**config.mk**
```make
export PLATFORM = sky130hd
export DESIGN_NAME = clock_time_setter
export DESIGN_NICKNAME = d
export VERILOG_FILES = /design/src/rtl/clock_time_setter.sv
export SDC_FILE = /design/constraint.sdc
export NUM_CORES = 1
export LEC_CHECK = 0
export ABC_AREA = 1
export BUFFER_PORTS_ARGS = -buffer_cell sky130_fd_sc_hd__buf_2
export CORE_ASPECT_RATIO = 0.8
export CORE_MARGIN = 4
export CORE_UTILIZATION = 32
export DETAILED_ROUTE_END_ITERATION = 7
export SLEW_MARGIN = 10
export SYNTH_ARGS = -nofsm -noshare
export SYNTH_HDL_FRONTEND = slang
export SYNTH_SLANG_ARGS = --single-unit
```
**constraint.sdc**
```tcl
create_clock -name clk -period 2.5 [get_ports clk]
set_input_delay 0.125 -clock clk [delete_from_list [all_inputs] [get_ports clk]]
set_output_delay 0.125 -clock clk [all_outputs]
set_load 0.005 [all_outputs]
```
**src/rtl/clock_time_setter.sv**
```systemverilog
// Front-panel time-setting controller for the 24-hour clock.
// Three active-low pushbuttons are synchronized and debounced, then drive a
// small edit FSM (hours, then minutes) that finishes with a one-cycle
// parallel-load strobe towards the hour/minute/second counters.

// Per-button conditioning: 2-FF synchronizer, stability counter, and a
// one-cycle press pulse on the debounced falling edge.
module clock_time_setter_debounce #(
  parameter int DEBOUNCE_CYCLES = 19
) (
  input  logic clk,
  input  logic rst,
  input  logic btn_n,
  output logic press
);

  localparam int CW = (DEBOUNCE_CYCLES > 0) ? $clog2(DEBOUNCE_CYCLES + 1) : 1;
  localparam logic [CW-1:0] CNT_MAX = CW'(DEBOUNCE_CYCLES);

  logic          sync1_q, sync2_q;
  logic          deb_q, deb_d;
  logic [CW-1:0] cnt_q, cnt_d;
  logic          press_q, press_d;

  // Counter runs only while the synchronized level disagrees with the
  // debounced level; any agreement restarts the stability window.
  always_comb begin
    deb_d = deb_q;
    cnt_d = '0;
    if (sync2_q != deb_q) begin
      if (cnt_q == CNT_MAX) deb_d = ~deb_q;
      else                  cnt_d = cnt_q + CW'(1);
    end
    // Only the press (1 -> 0) edge is an event; releases are silent.
    press_d = deb_q & ~deb_d;
  end

  // Synchronizer, debounce state and press pulse; released state on reset.
  always_ff @(posedge clk or negedge rst) begin
    if (!rst) begin
      sync1_q <= 1'b1;
      sync2_q <= 1'b1;
      deb_q   <= 1'b1;
      cnt_q   <= '0;
      press_q <= 1'b0;
    end else begin
      sync1_q <= btn_n;
      sync2_q <= sync1_q;
      deb_q   <= deb_d;
      cnt_q   <= cnt_d;
      press_q <= press_d;
    end
  end

  assign press = press_q;

endmodule

// Top level: button conditioning plus edit state machine.
module clock_time_setter #(
  parameter int DEBOUNCE_CYCLES = 19,
  parameter int BLINK_CYCLES    = 9
) (
  input  logic       clk,
  input  logic       rst,
  input  logic       btn_mode_n,
  input  logic       btn_inc_n,
  input  logic       btn_dec_n,
  input  logic [5:0] cur_hours,
  input  logic [5:0] cur_minutes,
  output logic       load,
  output logic [5:0] load_hours,
  output logic [5:0] load_minutes,
  output logic [5:0] load_seconds,
  output logic [1:0] edit_field,
  output logic       blink
);

  localparam int NUM_BTN = 3;
  localparam int BW = (BLINK_CYCLES > 0) ? $clog2(BLINK_CYCLES + 1) : 1;
  localparam logic [BW-1:0] BLINK_MAX = BW'(BLINK_CYCLES);

  typedef enum logic [1:0] {
    S_RUN       = 2'd0,
    S_EDIT_HOUR = 2'd1,
    S_EDIT_MIN  = 2'd2,
    S_COMMIT    = 2'd3
  } state_t;

  // Button order in the packed vectors: [0] mode, [1] inc, [2] dec.
  logic [NUM_BTN-1:0] btn_n;
  logic [NUM_BTN-1:0] press;
  logic               ev_mode, ev_inc, ev_dec;

  assign btn_n = {btn_dec_n, btn_inc_n, btn_mode_n};

  genvar g;
  generate
    for (g = 0; g < NUM_BTN; g++) begin : g_btn
      clock_time_setter_debounce #(
        .DEBOUNCE_CYCLES(DEBOUNCE_CYCLES)
      ) u_deb (
        .clk  (clk),
        .rst  (rst),
        .btn_n(btn_n[g]),
        .press(press[g])
      );
    end
  endgenerate

  assign ev_mode = press[0];
  assign ev_inc  = press[1];
  assign ev_dec  = press[2];

  state_t        state_q, state_d;
  logic [5:0]    hours_q, hours_d;
  logic [5:0]    minutes_q, minutes_d;
  logic          load_q, load_d;
  logic [1:0]    field_q, field_d;
  logic          blink_q, blink_d;
  logic [BW-1:0] bcnt_q, bcnt_d;
  logic          adjust;
  logic [5:0]    hr_inc, hr_dec, mn_inc, mn_dec;

  // Wrap-around neighbours of the working values.
  always_comb begin
    hr_inc = (hours_q   == 6'd23) ? 6'd0  : hours_q   + 6'd1;
    hr_dec = (hours_q   == 6'd0)  ? 6'd23 : hours_q   - 6'd1;
    mn_inc = (minutes_q == 6'd59) ? 6'd0  : minutes_q + 6'd1;
    mn_dec = (minutes_q == 6'd0)  ? 6'd59 : minutes_q - 6'd1;
  end

  // Edit FSM next state and working values. Mode takes priority over
  // inc/dec, and inc with dec in the same cycle cancels out.
  always_comb begin
    state_d   = state_q;
    hours_d   = hours_q;
    minutes_d = minutes_q;
    load_d    = 1'b0;
    adjust    = 1'b0;
    case (state_q)
      S_RUN: begin
        if (ev_mode) begin
          state_d   = S_EDIT_HOUR;
          hours_d   = cur_hours;
          minutes_d = cur_minutes;
        end
      end
      S_EDIT_HOUR: begin
        if (ev_mode) begin
          state_d = S_EDIT_MIN;
        end else if (ev_inc ^ ev_dec) begin
          adjust  = 1'b1;
          hours_d = ev_inc ? hr_inc : hr_dec;
        end
      end
      S_EDIT_MIN: begin
        if (ev_mode) begin
          state_d = S_COMMIT;
          load_d  = 1'b1;
        end else if (ev_inc ^ ev_dec) begin
          adjust    = 1'b1;
          minutes_d = ev_inc ? mn_inc : mn_dec;
        end
      end
      S_COMMIT: begin
        // Events landing here are intentionally dropped.
        state_d = S_RUN;
      end
      default: state_d = S_RUN;
    endcase
  end

  // Registered display outputs derived from the next state.
  always_comb begin
    case (state_d)
      S_EDIT_HOUR: field_d = 2'b01;
      S_EDIT_MIN:  field_d = 2'b10;
      default:     field_d = 2'b00;
    endcase
    // Blink restarts dark on any state change or edit so the new digits
    // are visible immediately; it only runs inside the edit states.
    blink_d = blink_q;
    bcnt_d  = bcnt_q;
    if ((state_d != state_q) || adjust ||
        !((state_d == S_EDIT_HOUR) || (state_d == S_EDIT_MIN))) begin
      blink_d = 1'b0;
      bcnt_d  = '0;
    end else if (bcnt_q == BLINK_MAX) begin
      blink_d = ~blink_q;
      bcnt_d  = '0;
    end else begin
      bcnt_d = bcnt_q + BW'(1);
    end
  end

  // FSM state, working registers and registered outputs.
  always_ff @(posedge clk or negedge rst) begin
    if (!rst) begin
      state_q   <= S_RUN;
      hours_q   <= 6'd0;
      minutes_q <= 6'd0;
      load_q    <= 1'b0;
      field_q   <= 2'b00;
      blink_q   <= 1'b0;
      bcnt_q    <= '0;
    end else begin
      state_q   <= state_d;
      hours_q   <= hours_d;
      minutes_q <= minutes_d;
      load_q    <= load_d;
      field_q   <= field_d;
      blink_q   <= blink_d;
      bcnt_q    <= bcnt_d;
    end
  end

  assign load         = load_q;
  assign load_hours   = hours_q;
  assign load_minutes = minutes_q;
  assign load_seconds = 6'd0;
  assign edit_field   = field_q;
  assign blink        = blink_q;

endmodule

```
== Word level (Yosys, flattened, before mapping) ==
Index checks and enable logic that the tools add are counted.
Word-level totals
  flip-flop bits (word level): 49
Cells by class
  $add $sub $neg: 8
  eq/ne operators: 20
  muxes and demuxes: 40
  bitwise logic cells: 11
  reduce and logical (&&, ||, !) cells: 13
Operators with widths (number)
  6-bit 2-to-1 mux: 12
  5-bit 2-to-1 mux: 6
  6-bit one-hot mux with 2 select lines: 2
  5-bit by 1-bit adder with 5-bit output, second input constant: 3
  5-bit == test, second input constant: 3
  1-bit 2-to-1 mux: 13
  6-bit by 1-bit adder with 6-bit output, second input constant: 2
  6-bit zero test: 2
  6-bit by 1-bit subtractor with 6-bit output, second input constant: 2
  4-bit 2-to-1 mux: 2
  2-bit != test, second input constant: 4
  2-bit one-hot mux with 4 select lines: 1
  4-bit AND reduction: 2
  1-bit NOT: 7
  2-bit == test, second input constant: 3
  6-bit by 5-bit == test with 1-bit output, second input constant: 1
  6-bit == test, second input constant: 1
  2-bit 2-to-1 mux: 3
  2-bit nonzero test: 3
  4-bit by 1-bit adder with 4-bit output, second input constant: 1
  2-bit by 1-bit == test with 1-bit output, second input constant: 2
  4-bit == test, second input constant: 1
  2-bit one-hot mux with 2 select lines: 1
  1-bit AND: 3
  8 further kinds: 12

== Longest topological paths before layout ==
  depth after elaboration: 7
  gate-level depth with buffers: 13
  gate-level depth less buffers: 12

== By module ==
Synthesis repeated with hierarchy kept, for this count alone.
Unflattened totals
  cells, all modules: 395
  area, all modules: 3009.1 um^2
Modules (own cells, without submodules)
  clock_time_setter: instances 1, cells each 275, area an instance 1871.8 um^2, seq. area each 550.5 um^2
  clock_time_setter_debounce: instances 3, cells each 40, area an instance 379.1 um^2, seq. area each 229.0 um^2

== Worst setup path after synthesis ==
No wires, ideal clock.
  kind: flip-flop to flip-flop
  start: register state_q[1]
  end: register blink_q, in the netlist blink
  setup time: 80 ps
  arrival: 1970 ps
  required time: 2420 ps
  setup slack: 450 ps
  cell stages (with the launch flop): 13
  period minus slack after synthesis: 2050 ps
  cells stage by stage: dfrtp_1 -> inv_1 -> ha_1 -> inv_1 -> nor2_1 -> nand2_1 -> nand2_1 -> inv_1 -> ha_1 -> o21bai_1 -> nor2_2 -> nand3_4 -> nor3_2
Between the ends
  longest elaborated chain between the ends: 7
  elaborated cells on any way between the ends: 19
  those cells by class: eq/ne (6); mux (6); reduce/logical (7)
Ends and longest elaborated chain
  start: declaration: RTL line 115  | state_t state_q, state_d;
  start signal: assignment: RTL line 208  | state_q <= state_d;
  2-bit == test, or another cell as far along: RTL line 141  | case (state_q)
  2-bit one-hot mux with 4 select lines (*): RTL line 141
  named net state_d[1]: RTL line 115
  2-bit by 1-bit == test with 1-bit output or 2-bit == test (tied branches): RTL line 186  | !((state_d == S_EDIT_HOUR) || (state_d == S_EDIT_MIN))) begin
  1-bit logical OR: RTL line 186
  1-bit zero test: RTL line 186
  1-bit logical OR (*): RTL line 185  | if ((state_d != state_q) || adjust ||
  1-bit 2-to-1 mux or 2-bit nonzero test (tied branches)
  end signal: assignment: RTL line 213  | blink_q <= blink_d;
  end: declaration: RTL line 120  | logic blink_q, blink_d;
The timed path passes the listed nets; every way through them passes the cells marked *.
A chain may end at the register's enable or synchronous reset.

== Worst setup path in the final report ==
  start: register state_q[1]
  end: register bcnt_q[2]
Between the ends
  longest elaborated chain between the ends: 7
  elaborated cells on any way between the ends: 18
  those cells by class: eq/ne (6); mux (6); reduce/logical (6)
Ends and longest elaborated chain
  2-bit == test, or another cell as far along: RTL line 141
  2-bit one-hot mux with 4 select lines (*): RTL line 141
  named net state_d[1]: RTL line 115
  2-bit by 1-bit == test with 1-bit output or 2-bit == test (tied branches): RTL line 186
  1-bit logical OR: RTL line 186
  1-bit zero test: RTL line 186
  1-bit logical OR (*): RTL line 185
  4-bit 2-to-1 mux (*): RTL line 185
  named net bcnt_d[2]: RTL line 121  | logic [BW-1:0] bcnt_q, bcnt_d;
  end signal: assignment: RTL line 214  | bcnt_q <= bcnt_d;
  end: declaration: RTL line 121
Marked as above.

==> results.json <==
{
  "clock_sinks": 49,
  "status": "completed",
  "synth_edf_count": 0,
  "area_delta_synth_final_pct": 15.5,
  "r2r_slack_ns": 0.30,
  "vdd.ir_drop.worst_mv": 0.261,
  "syn_area_sq_um": 2900,
  "synth.area.top_cells": "dfrtp_1, nand2_1, dfstp_2",
  "path_max_fanout": 5,
  "setup.worst_path.end": "bcnt_q[2]",
  "cts_tree": "done",
  "synth_area_per_cell_sq_um": 8.18,
  "timing.rr.start": "state_q[1]",
  "cp_top_family": "simple AND/OR/NAND/NOR gates",
  "yosysTopAreaCell": "dfrtp_1",
  "async_flop_share_pct": 100,
  "wl_per_cell_um": 11.4,
  "grt_max_degree": 32,
  "leakage_nw": 1.72,
  "drc_errors": 0,
  "tns_ns": 0,
  "post_dp_cell_area_sq_um": 3150,
  "fmax_ghz": 0.454,
  "p_per_area_nw_per_um2": 500,
  "yosysSeqAreaShare_pct": 42.6,
  "overflow": 0,
  "ys.flop_type": "dfrtp_1",
  "min_path_type": "in -> reg",
  "viasPerCell": 4.52,
  "post-dp-hpwl_um": 4360,
  "postRouteAntennaNets": 0,
  "first_pass_iters": 5,
  "drtIter0Drc": 82,
  "die_h_um": 93.2,
  "n_antenna_cell": 0,
  "holdWs_ns": 0.0994,
  "rsz0062_at_grt": "false",
  "cts_made_buffers": 5,
  "rows": 30,
  "cp.depth": 12,
  "clk-insertion-delay-late_ns": 0.29,
  "final_cell_count_no_fill": 507,
  "period_minus_slack_ns": 2.20,
  "critical_path_class": "reg -> reg",
  "ff2ff_path_depth": 12,
  "cts_buffer_depth": 2,
  "start_util_pct": 33.5,
  "fin_ws_ns": 0.296,
  "root_buffer": "clkbuf_16",
  "critPathRequiredTime_ns": 2.71,
  "cts_max_level": 2,
  "period_share_pct": 88.2,
  "fillerInstances": 861,
  "synth_most_common_cell": "nand2_1",
  "grt_pass1_wl_um": 10300,
  "ys_warn_count": 0,
  "io-pin-count": 39,
  "stdcell_area_sq_um": 3350,
  "wl_um": 5770,
  "r2r-end": "bcnt_q[2]",
  "drv_slew": 0,
  "cp_slowest_cell": "dfrtp_1",
  "die-area_sq_um": 10700,
  "fin_worst_skew_ns": 0.00675,
  "finalHoldViolCount": 0,
  "cts.clk_slew.worst_paths_ns": 0.07,
  "dp_worst_setup_slack_ns": 0.178,
  "utilization_pct": 38.7,
  "syn-instance-count": 355,
  "worst-path-buf-inv": 3,
  "cap_viol_max_count": 0,
  "cp_cell_sequence": "inv_1 > ha_1 > inv_1 > nor2_2 > nand2_1 > nand2_2 > inv_1 > ha_1 > o21bai_1 > nor2_2 > nand3_4 > nor3_2",
  "layout-drive-gt1-share_pct": 20.5,
  "nNetsFinal": 427,
  "post_synth_most_frequent_cells": "nand2_1, nor2_1, dfrtp_1",
  "vias": 2290,
  "setup_viol": 0,
  "dp_cells": 495,
  "slowest_delay_ns": 0.41,
  "core_area_sq_um": 8670,
  "end_kind": "flip-flop",
  "port_buffers": 32,
  "gp_congestion": 0.877,
  "synth_top_area_share_pct": 34.5,
  "startpoint": "state_q[1]",
  "antenna_found_initial": 0,
  "crit_top_cell": "inv_1",
  "multi_input_area_sq_um": 1440,
  "grtUsageTotal_pct": 11.8,
  "total_power_mw": 1.68,
  "seq_area_sq_um": 1240,
  "yosysUniqueCellTypes": 34,
  "dieWidth_um": 114,
  "grt_pass1_vias": 2232,
  "synth_seq_cells": 49,
  "arrival_ns": 2.42,
  "critPathLaunchType": "flip-flop"
}
## cell type report
class	count	share of cell area (%)
Inverter	41	4.70
Clock buffer	6	4.14
Clock inverter	2	0.522
Sequential cell	49	36.9
Tap cell	112	4.18
Timing Repair Buffer	39	6.64
Multi-Input combinational cell	258	42.9
## how the worst min path moves through the flow
stage | startpoint | end | slack, ns | cells past startpoint
detailed placement | rst | g_btn[1].u_deb.cnt_q[0] | 0.12 | 1
floorplan | rst | bcnt_q[0] | -0.17 | 0
CTS | cur_hours[1] | load_hours[1] | 0.09 | 3
global route | cur_hours[1] | load_hours[1] | 0.11 | 3
finish | cur_hours[1] | load_hours[1] | 0.1 | 3
global placement | rst | g_btn[1].u_deb.cnt_q[0] | 0.11 | 1
## cells in the final DEF, fill, tap and decap left out, drive strengths merged
master / n
nor3: 5
ha: 16
dfrtp: 40
a31oi: 1
xor2: 14
xnor2: 7
nor2: 59
buf: 35
dlygate4sd3: 4
conb: 6
or2: 1
inv: 41
nand2: 79
nand3: 36
dfstp: 9
clkbuf: 6
nor3b: 1
clkinv: 2
a21oi: 13
o21a: 2
o21ai: 11
o21bai: 1
nand4: 5
nand3b: 1
## worst register-to-register path, cell delays in order, from the launching register on
cell and delay, ns:
dfrtp_1 0.41, inv_1 0.17, ha_1 0.20, inv_1 0.10
nor2_2 0.15, nand2_1 0.09, nand2_2 0.14, inv_1 0.06
ha_1 0.28, o21bai_1 0.16, nor2_2 0.12, nand3_4 0.12
nor3_2 0.13
## per-layer routing
metal  track usage [%]  up-vias  wire length (um)
met5                 0        -                 0
met3              2.98        2               217
li1                  -     1186                 -
met1              15.8     1066              2800
met2              19.4       36              2740
met4              2.37        0                19
## what timing repair did
item | 4_1_cts | 5_1_grt
hold endpoints to repair | 21 | 0
gates resized for setup | 0 | 2
buffers inserted | 0 | 0
hold buffers | 4 | 0
setup endpoints to repair | 0 | 5
## registers in the layout (all words and copies together), names as in the netlist, 2 cells and up
signal	flops
g_btn.u_deb.cnt_q	15
load_hours	6
load_minutes	6
bcnt_q	4
g_btn.u_deb.deb_q	3
g_btn.u_deb.press	3
g_btn.u_deb.sync1_q	3
g_btn.u_deb.sync2_q	3
edit_field	2
state_q	2
## cell families (layout without fill, tap and decap cells)
kind of cell	count (synthesis)	after routing	synth area share, %
AND/OR/NAND/NOR	187	187	30.0
buffers and inverters	53	88	8.62
flip-flops	49	49	42.6
AO/OA/AOI/OAI	28	28	5.39
XOR/XNOR	21	21	6.34
adder cells (fa/ha/maj)	16	16	6.90
other	1	6	0.129
## power by group
| part | switching, mW | internal (mW) |
|---|---|---|
| sequential | 0.0263 | 0.821 |
| clock | 0.299 | 0.404 |
| combinational | 0.0725 | 0.0544 |
Note: power is estimated with default switching activity, not from simulation.
